**src/rtl/ocp_mem_slave.sv**
```systemverilog
// ocp_mem_slave: single-outstanding OCP responder in front of a word-addressed register memory.
// Define OCP_MEM_SLAVE_BYTEEN_EN to apply request/data byte enables to write beats.
module ocp_mem_slave #(
  parameter int TAGI_WIDTH = 5,
  parameter int INFO_WIDTH = 4,
  parameter int BLEN_WIDTH = 4,
  parameter int DATA_WIDTH = 32,
  parameter int ADDR_WIDTH = 5
) (
  input  logic                    clk,
  input  logic                    rst,
  input  logic [2:0]              m_cmd,
  input  logic [ADDR_WIDTH-1:0]   m_addr,
  input  logic [BLEN_WIDTH-1:0]   m_burst_length,
  input  logic [2:0]              m_burst_seq,
  input  logic [DATA_WIDTH/8-1:0] m_byteen,
  input  logic [TAGI_WIDTH-1:0]   m_tagid,
  input  logic [INFO_WIDTH-1:0]   m_req_info,
  input  logic [DATA_WIDTH-1:0]   m_data,
  input  logic [DATA_WIDTH/8-1:0] m_data_byteen,
  input  logic [TAGI_WIDTH-1:0]   m_data_tagid,
  input  logic                    m_data_valid,
  input  logic                    m_data_last,
  input  logic                    m_resp_accept,
  output logic                    s_cmd_accept,
  output logic                    s_data_accept,
  output logic [1:0]              s_resp,
  output logic [DATA_WIDTH-1:0]   s_data,
  output logic                    s_resp_last,
  output logic [TAGI_WIDTH-1:0]   s_tagid
);

  localparam int LANES = DATA_WIDTH / 8;
  localparam int OFF   = $clog2(LANES);
  localparam int IDX_W = ADDR_WIDTH - OFF;
  localparam int DEPTH = 2 ** IDX_W;

  localparam logic [2:0] CMD_IDLE = 3'd0;
  localparam logic [2:0] CMD_WR   = 3'd1;
  localparam logic [2:0] CMD_RD   = 3'd2;
  localparam logic [2:0] CMD_RDEX = 3'd3;
  localparam logic [2:0] CMD_RDL  = 3'd4;
  localparam logic [2:0] CMD_WRNP = 3'd5;

  localparam logic [1:0] RESP_NULL = 2'd0;
  localparam logic [1:0] RESP_DVA  = 2'd1;
  localparam logic [1:0] RESP_ERR  = 2'd3;

  typedef enum logic [1:0] {S_IDLE, S_WDATA, S_RESP, S_WRESP} state_t;

  state_t                  state;
  logic [2:0]              cmd_q;
  logic [IDX_W-1:0]        idx_q;
  logic [BLEN_WIDTH-1:0]   len_q;
  logic [BLEN_WIDTH-1:0]   beat_q;
  logic [TAGI_WIDTH-1:0]   tag_q;
  logic                    err_q;
  logic [DATA_WIDTH-1:0]   mem [DEPTH];

  logic [1:0]              resp_q;
  logic [DATA_WIDTH-1:0]   data_q;
  logic                    last_q;
  logic [TAGI_WIDTH-1:0]   rtag_q;

  logic [IDX_W-1:0]        word_in;
  logic [IDX_W-1:0]        idx_inc;
  logic [BLEN_WIDTH-1:0]   len_in;
  logic [BLEN_WIDTH-1:0]   beat_inc;
  logic                    req_read;
  logic                    req_err;
  logic                    last_beat;
  logic                    tag_ok;
  logic                    beat_bad;
  logic [LANES-1:0]        wmask;
  logic                    unused_inputs;

  assign word_in   = m_addr[ADDR_WIDTH-1:OFF];
  assign len_in    = (m_burst_length == '0) ? BLEN_WIDTH'(1) : m_burst_length;
  assign req_read  = m_cmd inside {CMD_RD, CMD_RDEX, CMD_RDL};
  assign req_err   = (m_burst_seq != 3'd0) || !(m_cmd inside {CMD_WR, CMD_RD, CMD_WRNP});
  assign idx_inc   = idx_q + IDX_W'(1);
  assign beat_inc  = beat_q + BLEN_WIDTH'(1);
  assign last_beat = (beat_q == len_q - BLEN_WIDTH'(1));
  assign tag_ok    = (m_data_tagid == tag_q);
  assign beat_bad  = !tag_ok || (m_data_last != last_beat);

`ifdef OCP_MEM_SLAVE_BYTEEN_EN
  logic [LANES-1:0] byteen_q;
  assign wmask         = m_data_byteen & byteen_q;
  assign unused_inputs = ^{m_req_info, m_addr};
`else
  assign wmask         = '1;
  assign unused_inputs = ^{m_req_info, m_addr, m_byteen, m_data_byteen};
`endif

  // Reset is visible on the outputs immediately, not only after the next edge.
  assign s_cmd_accept  = !rst && (state == S_IDLE);
  assign s_data_accept = !rst && (state == S_WDATA);
  assign s_resp        = rst ? RESP_NULL : resp_q;
  assign s_data        = rst ? '0 : data_q;
  assign s_resp_last   = !rst && last_q;
  assign s_tagid       = rst ? '0 : rtag_q;

  always_ff @(posedge clk) begin
    if (rst) begin
      state  <= S_IDLE;
      cmd_q  <= CMD_IDLE;
      idx_q  <= '0;
      len_q  <= '0;
      beat_q <= '0;
      tag_q  <= '0;
      err_q  <= 1'b0;
      resp_q <= RESP_NULL;
      data_q <= '0;
      last_q <= 1'b0;
      rtag_q <= '0;
`ifdef OCP_MEM_SLAVE_BYTEEN_EN
      byteen_q <= '0;
`endif
      for (int i = 0; i < DEPTH; i++) mem[i] <= '0;
    end else begin
      case (state)
        S_IDLE: begin
          if (m_cmd != CMD_IDLE) begin
            cmd_q  <= m_cmd;
            idx_q  <= word_in;
            len_q  <= len_in;
            beat_q <= '0;
            tag_q  <= m_tagid;
            err_q  <= req_err;
`ifdef OCP_MEM_SLAVE_BYTEEN_EN
            byteen_q <= m_byteen;
`endif
            if (req_read) begin
              state  <= S_RESP;
              resp_q <= req_err ? RESP_ERR : RESP_DVA;
              data_q <= req_err ? '0 : mem[word_in];
              last_q <= req_err || (len_in == BLEN_WIDTH'(1));
              rtag_q <= m_tagid;
            end else begin
              state <= S_WDATA;
            end
          end
        end
        S_WDATA: begin
          if (m_data_valid) begin
            if (!err_q && tag_ok) begin
              for (int b = 0; b < LANES; b++)
                if (wmask[b]) mem[idx_q][8*b +: 8] <= m_data[8*b +: 8];
            end
            err_q  <= err_q || beat_bad;
            idx_q  <= idx_inc;
            beat_q <= beat_inc;
            // Posted WR returns straight to IDLE; other write types owe a response.
            if (last_beat) begin
              if (cmd_q == CMD_WR) begin
                state <= S_IDLE;
              end else begin
                state  <= S_WRESP;
                resp_q <= (err_q || beat_bad) ? RESP_ERR : RESP_DVA;
                data_q <= '0;
                last_q <= 1'b1;
                rtag_q <= tag_q;
              end
            end
          end
        end
        S_RESP: begin
          if (m_resp_accept) begin
            if (last_q) begin
              state  <= S_IDLE;
              resp_q <= RESP_NULL;
              data_q <= '0;
              last_q <= 1'b0;
              rtag_q <= '0;
            end else begin
              idx_q  <= idx_inc;
              beat_q <= beat_inc;
              data_q <= mem[idx_inc];
              last_q <= (beat_inc == len_q - BLEN_WIDTH'(1));
            end
          end
        end
        S_WRESP: begin
          if (m_resp_accept) begin
            state  <= S_IDLE;
            resp_q <= RESP_NULL;
            data_q <= '0;
            last_q <= 1'b0;
            rtag_q <= '0;
          end
        end
        default: state <= S_IDLE;
      endcase
    end
  end

endmodule

```
**config.mk**
```make
export PLATFORM = sky130hd
export DESIGN_NAME = ocp_mem_slave
export DESIGN_NICKNAME = d
export VERILOG_FILES = /design/src/rtl/ocp_mem_slave.sv
export SDC_FILE = /design/constraint.sdc
export NUM_CORES = 1
export LEC_CHECK = 0
export ABC_CLOCK_PERIOD_IN_PS = 2690
export CAP_MARGIN = 20
export CORE_UTILIZATION = 60
export DETAILED_ROUTE_END_ITERATION = 10
export GPL_TIMING_DRIVEN = 0
export MAX_ROUTING_LAYER = met4
export PLACE_DENSITY = 0.86
export SYNTH_ARGS = -nofsm -noshare
export SYNTH_HDL_FRONTEND = slang
export SYNTH_SLANG_ARGS = --single-unit
export TNS_END_PERCENT = 5
```
**constraint.sdc**
```tcl
create_clock -name clk -period 2.69 [get_ports clk]
set_input_delay 0.269 -clock clk [delete_from_list [all_inputs] [get_ports clk]]
set_output_delay 0.269 -clock clk [all_outputs]
set_load 0.01 [all_outputs]
```
== Word-level counts from Yosys, hierarchy flattened ==
Memory sizes are Yosys's and may differ from the RTL's.
Cells that the tools add are included.
Cells by class
  $add $sub $neg: 3
  equality and inequality tests: 23
  muxes and demuxes: 72
  reductions and logical operators: 27
Operators with widths (count)
  2-to-1 mux 32 bit: 11
  case mux 32 bit (4 select lines): 1
  2-to-1 mux 5 bit: 9
  2-to-1 mux 2 bit: 16
  OR reduction 32 bit: 1
  2-to-1 mux 4 bit: 5
  case mux 5 bit (4 select lines): 1
  2-to-1 mux 1 bit: 18
  inequality test 2 bit (second input constant): 8
  case mux 2 bit (4 select lines): 2
  2-to-1 mux 3 bit: 5
  nonzero test 3 bit: 5
  case mux 4 bit (3 select lines): 1
  case mux 3 bit (3 select lines): 1
  == test 4 bit: 2
  AND reduction 8 bit: 1
  AND reduction 7 bit: 1
  == test 3 x 1 -> 1 bit (second input constant): 2
  == test 3 x 2 -> 1 bit (second input constant): 2
  == test 3 bit (second input constant): 2
  AND reduction 6 bit: 1
  == test 5 bit: 1
  AND reduction 5 bit: 1
  adder 4 x 1 -> 4 bit (second input constant): 1
  17 further kinds: 27
Word-level totals
  flip-flop bits (word level): 62
  RAM bits: 256
  output and inout port bits: 42
  memories: 1
Memories
  mem: words 8, width 32, rd ports 2, clocked after memory_dff 0, write ports 8, RTL line 58  | logic [DATA_WIDTH-1:0] mem [DEPTH];

== Logic depth before layout (Yosys ltp) ==
Gate-level depths: netlist of run 1.
  word-level depth: 10
  gate-level depth with buffers: 10
  depth with buffers taken out: 7

== Worst setup path after synthesis of run 1 ==
OpenSTA, ideal clock, no wires.
  kind: register to register
  start point: register state[1]
  end point: memory mem[2][0], enable pin
  setup time: 375 ps
  arrival time: 2061 ps
  path slack: 255 ps
  stages on the path, launching flop included: 9
  path buffers: 1
  clock period less this slack: 2435 ps
  path through: dfxtp_1 > inv_1 > ha_1 > buf_2 > nor2b_1 > and2_1 > nand4b_1 > nor2_1 > or2_2
RTL lines
  start, declared: RTL line 51  | state_t state;
  start signal, assigned: RTL line 106  | state <= S_IDLE;
  start signal, assigned: RTL line 135  | state <= S_RESP;
  start signal, assigned: RTL line 141  | state <= S_WDATA;
  end, declared: RTL line 58

== Worst setup path in the final report of run 1 ==
  start point: register idx_q[1]
  end point: register data_q[5]
On the way
  longest elaborated chain between the ends: 5
Ends and longest elaborated chain
  start, declared: RTL line 53  | logic [IDX_W-1:0] idx_q;
  start signal, assigned: RTL line 126  | idx_q <= word_in;
  start signal, assigned: RTL line 152  | idx_q <= idx_inc;
  start signal, assigned: RTL line 177  | idx_q <= idx_inc;
  adder 3 x 1 -> 3 bit: RTL line 81  | assign idx_inc = idx_q + IDX_W'(1);
  memory (8 x 32 bit)
  2-to-1 mux 32 bit: RTL line 170  | if (last_q) begin
  2-to-1 mux 32 bit: RTL line 169  | if (m_resp_accept) begin
  case mux 32 bit (4 select lines): RTL line 122  | case (state)
  end signal, assigned: RTL line 137  | data_q <= req_err ? '0 : mem[word_in];
  end signal, assigned: RTL line 179  | data_q <= mem[idx_inc];
  end, declared: RTL line 61  | logic [DATA_WIDTH-1:0] data_q;
No other way between the ends. The select of a mux whose other input is x is not followed.
A chain may end at the register's enable or synchronous reset.

==> key figures, run 1 <==
Power
  – Portion of total power attributed to sequential cells: 31.9%
  – Static Leak: between 7 and 8 nW
  – Switching part of the total: 38.95%
  – Switch Pwr: 0.007467 W
  – Logic pwr share: around 43%
  – Portion of total power attributed to the clock network: between 20% and 30%
  – IR Drop Worst-Case VDD: between 0.6 and 0.7 mV
  – Internal Power: 0.01170 W
  – P per Cell Area: around 960 nW/µm²

Global route
  – Remaining global-route overflow: 0
  – Number of antenna violations at the first check in global routing: 0
  – First-pass GRT wire length: around 76 mm
  – Total global routing track utilization: between 30 and 40%
  – Number of global-route vias before repair: around 13000
  – Pin count of the biggest net entering global routing: 33

STA
  – Post-Route Skew: 0.02349 ns
  – Final-report hold violation count: 0
  – Final critical delay including setup and external delays: slightly below 3 ns
  – Normalized max-slew margin: between 30% and 40%
  – Final hold slack: 0.2636 ns
  – Number of pins with negative max-slew slack in the final report: 0
  – Final setup fails: 3
  – Upper clock frequency limit: between 300 and 400 MHz
  – Setup repair after global routing missed its margin: yes
  – Final worst-path cycle share: 107.9%
  – Worst Setup Slack, final: -0.2121 ns
  – Worst-Margin Slew: ~1.0 ns

Clock network
  – Clk slew on worst S/H paths: approximately 0.06 ns
  – Clock latency reported for the late side of the worst-skew pair: approximately 0.54 ns
  – Master cell of the clock root buffer: sky130_fd_sc_hd__clkbuf_16
  – CTS max path bufs: 3
  – Deepest level of the CTS H-tree: 2
  – Clock tree from TritonCTS: yes
  – TritonCTS buffer count: 36
  – Number of sinks handled by clock tree synthesis: between 300 and 400
  – Post-CTS Hold Buffers: 0

Synthesis
  – EDFF count, synth: between 200 and 300
  – Async set-reset flop share out of synthesis: 0%
  – Number of warnings printed during yosys synthesis: 0
  – Average size of a mapped cell: approximately 12 µm²
  – Number of distinct library cells after synthesis: 61
  – Syn Std Cell Area: about 17000 µm²
  – Syn_nets: ~1500
  – Ys flop type: sky130_fd_sc_hd__edfxtp_1
  – Fraction of the yosys area taken by sequential cells: between 50% and 60%
  – Synth Instances: ~1400
  – Seq cells post-synth: between 300 and 400

Routing
  – DRC: 0
  – WL per Instance: 26.71 µm
  – Number of DRC markers after the initial detailed-route iteration: ~2200
  – First-pass iteration count of the detailed router: 6
  – Count of antenna-violating nets left after detailed routing: 0
  – Via count: between 10000 and 15000
  – WL final: about 52 mm
  – Drt via density: slightly below 7

Hold path
  – Number of cells traversed by the worst hold path: 3
  – Class of the worst hold path: input port to flip-flop
  – Startpoint of the lowest-slack hold path: m_addr[2]
  – Endpoint, Worst Hold: idx_q[0]

Finish
  – Antenna fix cells: 0
  – Final net count: around 1600
  – Share of cells above drive strength 1: 16.91%
  – Most common library cell in the layout ignoring fill and taps: sky130_fd_sc_hd__and2_1
  – Leading cell types in the layout, fill and taps excluded: sky130_fd_sc_hd__and2_1 (258), sky130_fd_sc_hd__edfxtp_1 (256), sky130_fd_sc_hd__mux2i_1 (102)
  – Area added between synthesis and finish: 16.94%
  – Filler cell count: between 1500 and 2000
  – Final Cell Area: 20000 µm²

Placement
  – IO buf count: about 100
  – Area after DPL: 18570 µm²
  – Estimated wirelength of the detail-placed design: 31.52 mm
  – Final Wtd Congestion: a little over 0.9
  – Pre-CTS worst setup slack: -0.9134 ns

Floorplanning
  – Core box area: 27930 µm²
  – Cell row count: about 60
  – Initial Util: approximately 61%
  – Count of boundary I/O pins: roughly 120
  – Floorplan die height: about 170 µm
  – Die Footprint: between 20000 and 30000 µm²
  – Die width: about 170 µm

Worst setup path
  – Largest fanout on the critical path: 10
  – WP data arrival: ~3.3 ns
  – Launching element type of the critical path: flip-flop
  – Worst R2R Path Depth: 7
  – Crit path kind: flip-flop to flip-flop
  – Capturing element type of the critical path: flip-flop
  – Worst Path Required: 3.06 ns
  – Crit Reg-Reg Startpoint: idx_q[1]
  – R2r setup slk: -0.21 ns
  – Worst flop-to-flop path endpoint: data_q[5]

Outcome
  – Run status: finished, violations left
  – Failing checks: setup timing

Flow run
  – Max-capacitance violation count: 0
-- flip-flops by register name, summed over array words and instances, names as in the netlist --
register and flops:
last_q 1, resp_q 2, state 2, idx_q 3
mem 256, len_q 4, cmd_q 3, tag_q 5
err_q 1, rtag_q 5, beat_q 4, data_q 32
-- routing by layer --
layer | up-vias | routed length, µm | track usage (%)
li1 | 5569 | - | -
met1 | 6395 | 18170 | 45.38
met2 | 1235 | 23720 | 56.42
met3 | 299 | 7416 | 8.328
met4 | 0 | 3115 | 20.54
met5 | - | 0 | -
-- per-stage QoR --
| step | total power, W | TNS (ns) | util [%] | instances |
|---|---|---|---|---|
| 6_report | 0.01917 | -0.2390 | 71.59 | 1963 |
| 5_1_grt | 0.01966 | -0.9723 | 71.59 | 1963 |
| 4_1_cts | 0.01867 | -22.65 | 70.86 | 1958 |
| 3_5_place_dp | 0.01393 | -226.98 | 66.48 | 1886 |
| 3_3_place_gp | 0.01373 | -208.44 | 66.47 | 1885 |
| 2_1_floorplan | 0.01147 | 0 | - | 1408 |
-- layout make-up --
class                   instances  area (µm²)  area share, %
inverters                       7       26.28         0.1314
repair buffers                104        1025          5.124
clock buffers                  45       955.9          4.780
clock inverters                20       150.1         0.7508
plain buffers                 120       618.1          3.091
multi-input cells             971        7820          39.10
well taps                     378       473.0          2.365
flip-flops and latches        318        8931          44.66
-- critical path, cell delays in order, from the launching register on --
cell                        delay (ns)
sky130_fd_sc_hd__dfxtp_2          0.47
sky130_fd_sc_hd__ha_2             0.32
sky130_fd_sc_hd__buf_2            0.19
sky130_fd_sc_hd__clkbuf_1         0.35
sky130_fd_sc_hd__a2111oi_0        0.69
sky130_fd_sc_hd__a221oi_1         0.18
sky130_fd_sc_hd__a31oi_1          0.42
sky130_fd_sc_hd__a211oi_2         0.12
-- cell families after synthesis --
group	after synthesis	synth area share, %
fa+ha+maj	7	0.5121
xor+xnor	19	1.068
compound gates	234	10.17
flops	318	52.21
simple gates	531	17.84
buf+inv	127	3.409
mux	172	14.79
-- power groups by stage --
stage | Combinational [W] | Sequential (W) | Clock, W
2_1_floorplan | 0.00539 | 0.00608 | 0
3_3_place_gp | 0.00757 | 0.00616 | 0
3_5_place_dp | 0.00774 | 0.00618 | 0
4_1_cts | 0.00788 | 0.00609 | 0.00471
5_1_grt | 0.00861 | 0.00616 | 0.00489
6_report | 0.00831 | 0.00612 | 0.00474
-- cell usage after synthesis (all sizes together) (7+ instances only) --
| library cell | instances | area [µm²] |
|---|---|---|
| dfxtp | 62 | 1241 |
| clkbuf | 74 | 277.8 |
| and2 | 260 | 1628 |
| or2 | 9 | 56.30 |
| a21oi | 81 | 405.4 |
| mux2i | 102 | 1021 |
| buf | 45 | 270.3 |
| a221oi | 31 | 271.5 |
| a2111oi | 32 | 280.3 |
| a31oi | 32 | 200.2 |
| edfxtp | 256 | 7687 |
| nor2b | 78 | 488.0 |
| inv | 7 | 26.28 |
| xor2 | 10 | 87.58 |
| nand2 | 93 | 349.1 |
| a211oi | 35 | 382.9 |
| nor2 | 22 | 82.58 |
| ha | 7 | 87.58 |
| nor3 | 10 | 65.06 |
| xnor2 | 8 | 70.07 |
| nand3 | 37 | 190.2 |
| mux4 | 64 | 1441 |
-- how the worst max path moves through the flow --
stage | start | end | slack, ns | cells after the start
after floorplan | state[1] | mem[2][0] | 0.25 | 8
after global placement | m_data_tagid[2] | mem[2][16] | -0.89 | 6
after detailed placement | m_data_tagid[2] | mem[2][16] | -0.91 | 6
after CTS | state[1] | mem[1][13] | -0.15 | 9
after global routing | idx_q[1] | data_q[11] | -0.13 | 8
final | idx_q[1] | data_q[5] | -0.21 | 7
-- repair_timing --
item | 4_1_cts | 5_1_grt
pin swaps | 1 | 2
gates resized for setup | 39 | 67
cloned | 7 | 1
endpoints found under the hold margin | 0 | 0
setup buffers | 0 | 4
setup endpoints to repair | 420 | 534
(Power assumes the default switching activity.)
==> run 2, diff against run 1 <==
- CORE_MARGIN: not set -> 2
==> run 2 against run 1 <==
The flow still finishes with violations (setup timing). Count of clock-buffer cells in the layout down 4. Design area up 0.24%. Sequential power about the same. Clock power about the same. Critical path depth up 1. Critical endpoint is now data_q[0]. Non-clock buffer count up 1. Setup slack better by 0.18 ns. Fmax up 6.4%. Wire length down 1.0%.
==> key figures, run 2 (synthesis gave the netlist of run 1 again) <==
Outcome
  – Run status: finished, violations left
  – Failing checks: setup timing

Floorplanning
  – Floorplan die height: 172.8 µm (+1.2%)
  – Initial Util: 61.22% (unchanged)
  – Die Footprint: 29870 µm² (+2.4%)
  – Die width: 172.8 µm (+1.2%)
  – Cell row count: 61 (unchanged)
  – Count of boundary I/O pins: 116 (unchanged)
  – Core box area: 27930 µm² (unchanged)

Power
  – Static Leak: 7.153 nW (+0.16%)
  – Portion of total power attributed to sequential cells: 31.9% (about the same)
  – IR Drop Worst-Case VDD: 0.6113 mV (+0.29%)
  – P per Cell Area: 958.6 nW/µm² (about the same)
  – Logic pwr share: 43.4% (about the same)
  – Overall power: 0.01922 W (+0.25%)
  – Internal Power: 0.01184 W (+1.2%)
  – Portion of total power attributed to the clock network: 24.7% (about the same)
  – Switching part of the total: 38.39% (-0.56 points)
  – Switch Pwr: 0.007377 W (-1.2%)

Finish
  – Final design utilization: 71.77% (+0.17 points)
  – Final net count: 1638 (-0.061%)
  – Final instance count without filler cells: 1961 (-0.10%)
  – Largest register by flop count: mem
  – Multi-input combinational cell area: 7839 µm² (+0.24%)
  – Largest registers in the final layout: mem: 256 flops, data_q: 32 flops
  – Leading cell types in the layout, fill and taps excluded: sky130_fd_sc_hd__and2_1 (259), sky130_fd_sc_hd__edfxtp_1 (256), sky130_fd_sc_hd__mux2i_1 (102)
  – Area taken by flip-flops and latches: 8931 µm² (unchanged)
  – Max FFs per register: 256 (unchanged)
  – Share of cells above drive strength 1: 17.32% (+0.41 points)
  – Most common library cell in the layout ignoring fill and taps: sky130_fd_sc_hd__and2_1
  – Area added between synthesis and finish: 17.22%
  – Filler cell count: 1825 (unchanged)

Clock network
  – Clock latency reported for the late side of the worst-skew pair: 0.53 ns (about the same)
  – Clk slew on worst S/H paths: 0.06 ns (about the same)
  – Number of sinks handled by clock tree synthesis: 318 (unchanged)
  – CTS max path bufs: 3 (unchanged)
  – Deepest level of the CTS H-tree: 2 (unchanged)
  – Master cell of the clock root buffer: sky130_fd_sc_hd__clkbuf_16
  – Post-CTS Hold Buffers: 0 (unchanged)
  – Clock tree from TritonCTS: yes
  – TritonCTS buffer count: 34 (-5.6%)

Worst setup path
  – Capturing element type of the critical path: flip-flop
  – WP data arrival: 3.09 ns (-0.18 ns)
  – CP endpoint: data_q[0]
  – Critical Path Source: idx_q[1]
  – Crit path kind: flip-flop to flip-flop
  – Crit Reg-Reg Startpoint: idx_q[1]
  – Worst R2R Path Depth: 8 (+1)
  – R2r setup slk: -0.04 ns (+0.18 ns)
  – Worst Path Required: 3.05 ns (about the same)
  – Launching element type of the critical path: flip-flop
  – Largest fanout on the critical path: 10 (unchanged)
  – Worst flop-to-flop path endpoint: data_q[0]

STA
  – Worst-Margin Slew: 0.9422 ns (-0.06560 ns)
  – Upper clock frequency limit: 366.7 MHz (+6.4%)
  – Post-Route Skew: 0.01715 ns (-0.006338 ns)
  – Final hold slack: 0.2687 ns (+0.005114 ns)
  – Number of pins with negative max-slew slack in the final report: 0 (unchanged)
  – Final-report hold violation count: 0 (unchanged)
  – Final worst-path cycle share: 101.4% (-6.5 points)
  – Setup repair after global routing missed its margin: yes
  – Normalized max-slew margin: 37.19% (+4.4 points)
  – Final critical delay including setup and external delays: 2.727 ns (-0.1752 ns)
  – Worst Setup Slack, final: -0.03684 ns (+0.1752 ns)
  – Final setup fails: 3 (unchanged)

Hold path
  – Class of the worst hold path: input port to flip-flop
  – Number of cells traversed by the worst hold path: 3 (unchanged)

Routing
  – DRC: 0 (unchanged)
  – WL final: 51.88 mm (-1.0%)
  – Via count: 13422 (-0.56%)
  – WL per Instance: 26.46 µm (-0.93%)
  – Count of antenna-violating nets left after detailed routing: 0 (unchanged)
  – Number of DRC markers after the initial detailed-route iteration: 2147 (-1.4%)
  – First-pass iteration count of the detailed router: 6 (unchanged)
  – Drt via density: 6.844 (-0.46%)

Placement
  – Pre-CTS worst setup slack: -0.9422 ns (-0.02878 ns)
  – Final Wtd Congestion: 0.9123 (+0.14%)
  – IO buf count: 99 (unchanged)
  – Estimated wirelength of the detail-placed design: 31.49 mm (about the same)
  – Placed cell count: 1886 (unchanged)

Global route
  – Total global routing track utilization: 34.80% (-2.0 points)
  – Number of global-route vias before repair: 13365 (+0.34%)
  – Number of antenna violations at the first check in global routing: 1 (+1)
  – Pin count of the biggest net entering global routing: 33 (unchanged)
  – First-pass GRT wire length: 76.49 mm (+0.22%)
  – Remaining global-route overflow: 0 (unchanged)

Flow run
  – Max-capacitance violation count: 0 (unchanged)
[run 2: power groups by stage]
| stage | Sequential (W) | Clock (W) | Combinational (W) |
|---|---|---|---|
| CTS | 0.00610 | 0.00471 | 0.00782 |
| finish | 0.00613 | 0.00474 | 0.00835 |
| global route | 0.00617 | 0.00492 | 0.00874 |
| floorplan | 0.00608 | 0 | 0.00539 |
| detailed placement | 0.00620 | 0 | 0.00771 |
| global placement | 0.00618 | 0 | 0.00754 |
[run 2: per-layer routing]
layer / vias to the layer above / global-route usage [%] / share of wire [%]
met5: - / - / 0
met4: 0 / 17.73 / 5.7
met3: 273 / 10.31 / 14
met2: 1229 / 53.55 / 46
met1: 6355 / 41.89 / 35
li1: 5565 / - / -
[run 2: area by class of cell]
type                            instances  share of cell area, %
Tap cell                              378                  2.359
Clock buffer                           41                  4.531
Sequential cell                       318                  44.55
Buffer                                120                  3.133
Clock inverter                         20                 0.9736
Multi-Input combinational cell        971                  39.10
Timing Repair Buffer                  105                  5.211
Antenna cell                            1                0.01248
Inverter                                7                 0.1311
[run 2: worst min-delay path by stage]
stage | from | endpoint
floorplan | m_cmd[0] | cmd_q[0]
detailed placement | cmd_q[0] | cmd_q[0]
CTS | m_addr[2] | idx_q[0]
finish | m_addr[2] | idx_q[0]
global route | m_addr[2] | idx_q[0]
global placement | cmd_q[2] | cmd_q[2]
[run 2: timing repair]
item,CTS,global route
gates cloned,4,4
resized for setup,28,95
endpoints found under the setup margin,434,519
pin swaps,1,3
setup buffers,0,5
[run 2: through the flow]
| step | setup TNS [ns] | area (µm²) |
|---|---|---|
| 2_1_floorplan | 0 | 17100 |
| 3_3_place_gp | -209.34 | 18570 |
| 3_5_place_dp | -225.74 | 18570 |
| 4_1_cts | -42.58 | 19750 |
| 5_1_grt | -1.318 | 20050 |
| 6_report | -0.08200 | 20050 |
[run 2: critical path: stages (launching register included)]
cell and delay, ns:
sky130_fd_sc_hd__dfxtp_2 0.40, sky130_fd_sc_hd__ha_2 0.25, sky130_fd_sc_hd__xnor2_2 0.39, sky130_fd_sc_hd__and2_1 0.22, sky130_fd_sc_hd__clkbuf_1 0.27, sky130_fd_sc_hd__buf_2 0.36, sky130_fd_sc_hd__a221oi_1 0.12, sky130_fd_sc_hd__a31oi_1 0.42
sky130_fd_sc_hd__a211oi_2 0.13
==> run 3, diff against run 2 <==
- CTS_CLUSTER_SIZE: not set -> 24
==> run 3 against run 2 <==
The run still ends with setup timing left. Clock skew rose by 0.0036 ns. Sequential share of layout area did not move. Critical endpoint is now data_q[5]. Clock power barely moved. Highest routed layer unchanged. Setup slack got worse by 0.0078 ns. Design area did not move. Critical path type unchanged.
==> key figures, run 3 (synthesis gave the netlist of run 1 again) <==
Outcome
  – Run status: finished, violations left
  – Failing checks: setup timing

Clock network
  – TritonCTS buffer count: 34 (unchanged)
  – Number of sinks handled by clock tree synthesis: 318 (unchanged)
  – Post-CTS Hold Buffers: 0 (unchanged)
  – Clk slew on worst S/H paths: 0.06 ns (about the same)
  – Deepest level of the CTS H-tree: 2 (unchanged)
  – Clock latency reported for the late side of the worst-skew pair: 0.53 ns (about the same)
  – Master cell of the clock root buffer: sky130_fd_sc_hd__clkbuf_16
  – Clock tree from TritonCTS: yes
  – CTS max path bufs: 3 (unchanged)

Power
  – Overall power: 0.01925 W (+0.14%)
  – Static Leak: 7.153 nW (unchanged)
  – P per Cell Area: 960.0 nW/µm² (+0.14%)
  – IR Drop Worst-Case VDD: 0.6091 mV (-0.36%)

Worst setup path
  – Worst path cell trace: ha_2, xnor2_2, and2_1, clkbuf_1, buf_2, a221oi_1, a31oi_1, a211oi_2
  – Maximum single-stage delay on the critical path: 0.40 ns (-0.02 ns)
  – Launching element type of the critical path: flip-flop
  – Crit path kind: flip-flop to flip-flop
  – WP data arrival: 3.09 ns (about the same)
  – Number of buffer and inverter instances along the worst setup path: 2 (unchanged)
  – Capturing element type of the critical path: flip-flop
  – Largest fanout on the critical path: 10 (unchanged)
  – Worst Path Required: 3.05 ns (about the same)
  – Standard cell with the maximum stage delay on the critical path: sky130_fd_sc_hd__xnor2_2
  – CP top delay family: compound AO/OA/AOI/OAI gates

STA
  – Setup repair after global routing missed its margin: yes
  – Number of pins with negative max-slew slack in the final report: 0 (unchanged)
  – Worst-Margin Slew: 0.9380 ns (-0.004151 ns)
  – Worst Setup Slack, final: -0.04466 ns (-0.007818 ns)
  – Normalized max-slew margin: 37.47% (+0.28 points)
  – Upper clock frequency limit: 365.7 MHz (-0.29%)
  – Final-report hold violation count: 0 (unchanged)
  – Final setup fails: 3 (unchanged)
  – Final critical delay including setup and external delays: 2.735 ns (+0.007818 ns)
  – Post-Route Skew: 0.02079 ns (+0.003638 ns)
  – Final worst-path cycle share: 101.7% (+0.29 points)

Floorplanning
  – Floorplan die height: 172.8 µm (unchanged)
  – Cell row count: 61 (unchanged)
  – Die width: 172.8 µm (unchanged)
  – Die Footprint: 29870 µm² (unchanged)
  – Count of boundary I/O pins: 116 (unchanged)
  – Initial Util: 61.22% (unchanged)
  – Core box area: 27930 µm² (unchanged)

Routing
  – Drt via density: 6.888 (+0.64%)
  – Count of antenna-violating nets left after detailed routing: 0 (unchanged)
  – First-pass iteration count of the detailed router: 6 (unchanged)
  – Routed length on met3: 7.563 mm (+3.4%)
  – Detail Route met2 WL: 23.55 mm (-0.34%)
  – WL final: 52.05 mm (+0.33%)
  – Via count: 13508 (+0.64%)
  – Highest metal layer used by the detailed router: met4
  – WL per Instance: 26.54 µm (+0.33%)
  – Number of DRC markers after the initial detailed-route iteration: 2173 (+1.2%)
  – Wire length on met1: 17.81 mm (-0.79%)
  – DRC: 0 (unchanged)

Finish
  – Final net count: 1638 (unchanged)
  – Final instance count without filler cells: 1961 (unchanged)
  – Leading cell types in the layout, fill and taps excluded: sky130_fd_sc_hd__and2_1 (259), sky130_fd_sc_hd__edfxtp_1 (256), sky130_fd_sc_hd__mux2i_1 (102)
  – Filler cell count: 1825 (unchanged)
  – Max FFs per register: 256 (unchanged)
  – Most common library cell in the layout ignoring fill and taps: sky130_fd_sc_hd__and2_1
  – Final design utilization: 71.77% (unchanged)
  – Largest register by flop count: mem
  – Share of cells above drive strength 1: 17.32% (unchanged)
  – Area added between synthesis and finish: 17.22% (unchanged)
  – Largest registers in the final layout: mem: 256 flops, data_q: 32 flops

Global route
  – Number of global-route vias before repair: 13365 (unchanged)
  – Number of antenna violations at the first check in global routing: 1 (unchanged)
  – Remaining global-route overflow: 0 (unchanged)
  – Pin count of the biggest net entering global routing: 33 (unchanged)
  – Total global routing track utilization: 34.80% (unchanged)
  – First-pass GRT wire length: 76.49 mm (unchanged)

Placement
  – Estimated wirelength of the detail-placed design: 31.49 mm (unchanged)
  – Final Wtd Congestion: 0.9123 (unchanged)
  – Placed cell count: 1886 (unchanged)
  – IO buf count: 99 (unchanged)

Hold path
  – Class of the worst hold path: input port to flip-flop

Flow run
  – Max-capacitance violation count: 0 (unchanged)
[run 3: tightest hold or removal path, stage by stage]
cell	delay, ns
sky130_fd_sc_hd__buf_2	0.23
sky130_fd_sc_hd__nand3b_1	0.16
sky130_fd_sc_hd__a31oi_1	0.08
[run 3: area by class of cell]
cell class                 instances  area, µm²  share of cell area, %
clock inverter                    20      195.2                 0.9736
tap                              378      473.0                  2.359
clock buffer                      41      908.4                  4.531
multi-input combinational        971       7839                  39.10
buffer                           120      628.1                  3.133
timing repair buffer             105       1045                  5.211
sequential                       318       8931                  44.55
inverter                           7      26.28                 0.1311
antenna                            1      2.502                0.01248
[run 3: metal layers]
| metal | track usage, % | up-vias |
|---|---|---|
| li1 | - | 5575 |
| met1 | 41.89 | 6351 |
| met2 | 53.55 | 1274 |
| met3 | 10.31 | 308 |
| met4 | 17.73 | 0 |
| met5 | - | - |
[run 3: metrics by stage]
stage          setup slack [ns]  area, µm²  setup TNS (ns)  hold slack, ns
6_report               -0.04466      20050        -0.09770          0.2738
5_1_grt                -0.04708      20050          -1.318          0.2866
3_5_place_dp            -0.9422      18570         -225.74          0.4525
2_1_floorplan            0.2547      17100               0          0.4019
3_3_place_gp            -0.9074      18570         -209.34          0.4447
4_1_cts                 -0.2132      19750          -42.58          0.2625
[run 3: worst paths after layout]
| check | slack [ns] | cells after the start | endpoint | start |
|---|---|---|---|---|
| worst max register to register | -0.04 | 8 | data_q[5] | idx_q[1] |
| worst min register to register | 0.47 | 1 | cmd_q[0] | cmd_q[0] |
| worst min-delay path | 0.27 | 3 | idx_q[0] | m_addr[2] |
| worst max-delay path | -0.04 | 8 | data_q[5] | idx_q[1] |
[run 3: power by group]
part | switching [W] | leakage, nW | total, W | internal [W]
clock | 0.00196 | 0.548 | 0.00475 | 0.00279
combinational | 0.00511 | 3.45 | 0.00836 | 0.00325
sequential | 0.000333 | 3.15 | 0.00613 | 0.00580
total | 0.00740 | 7.15 | 0.0192 | 0.0118
[run 3: timing repair]
action	CTS	global route
hold endpoints to repair	0	0
pin swaps	1	3
setup buffers	0	5
gates resized for setup	28	95
endpoints found under the setup margin	434	519
gates cloned	4	4
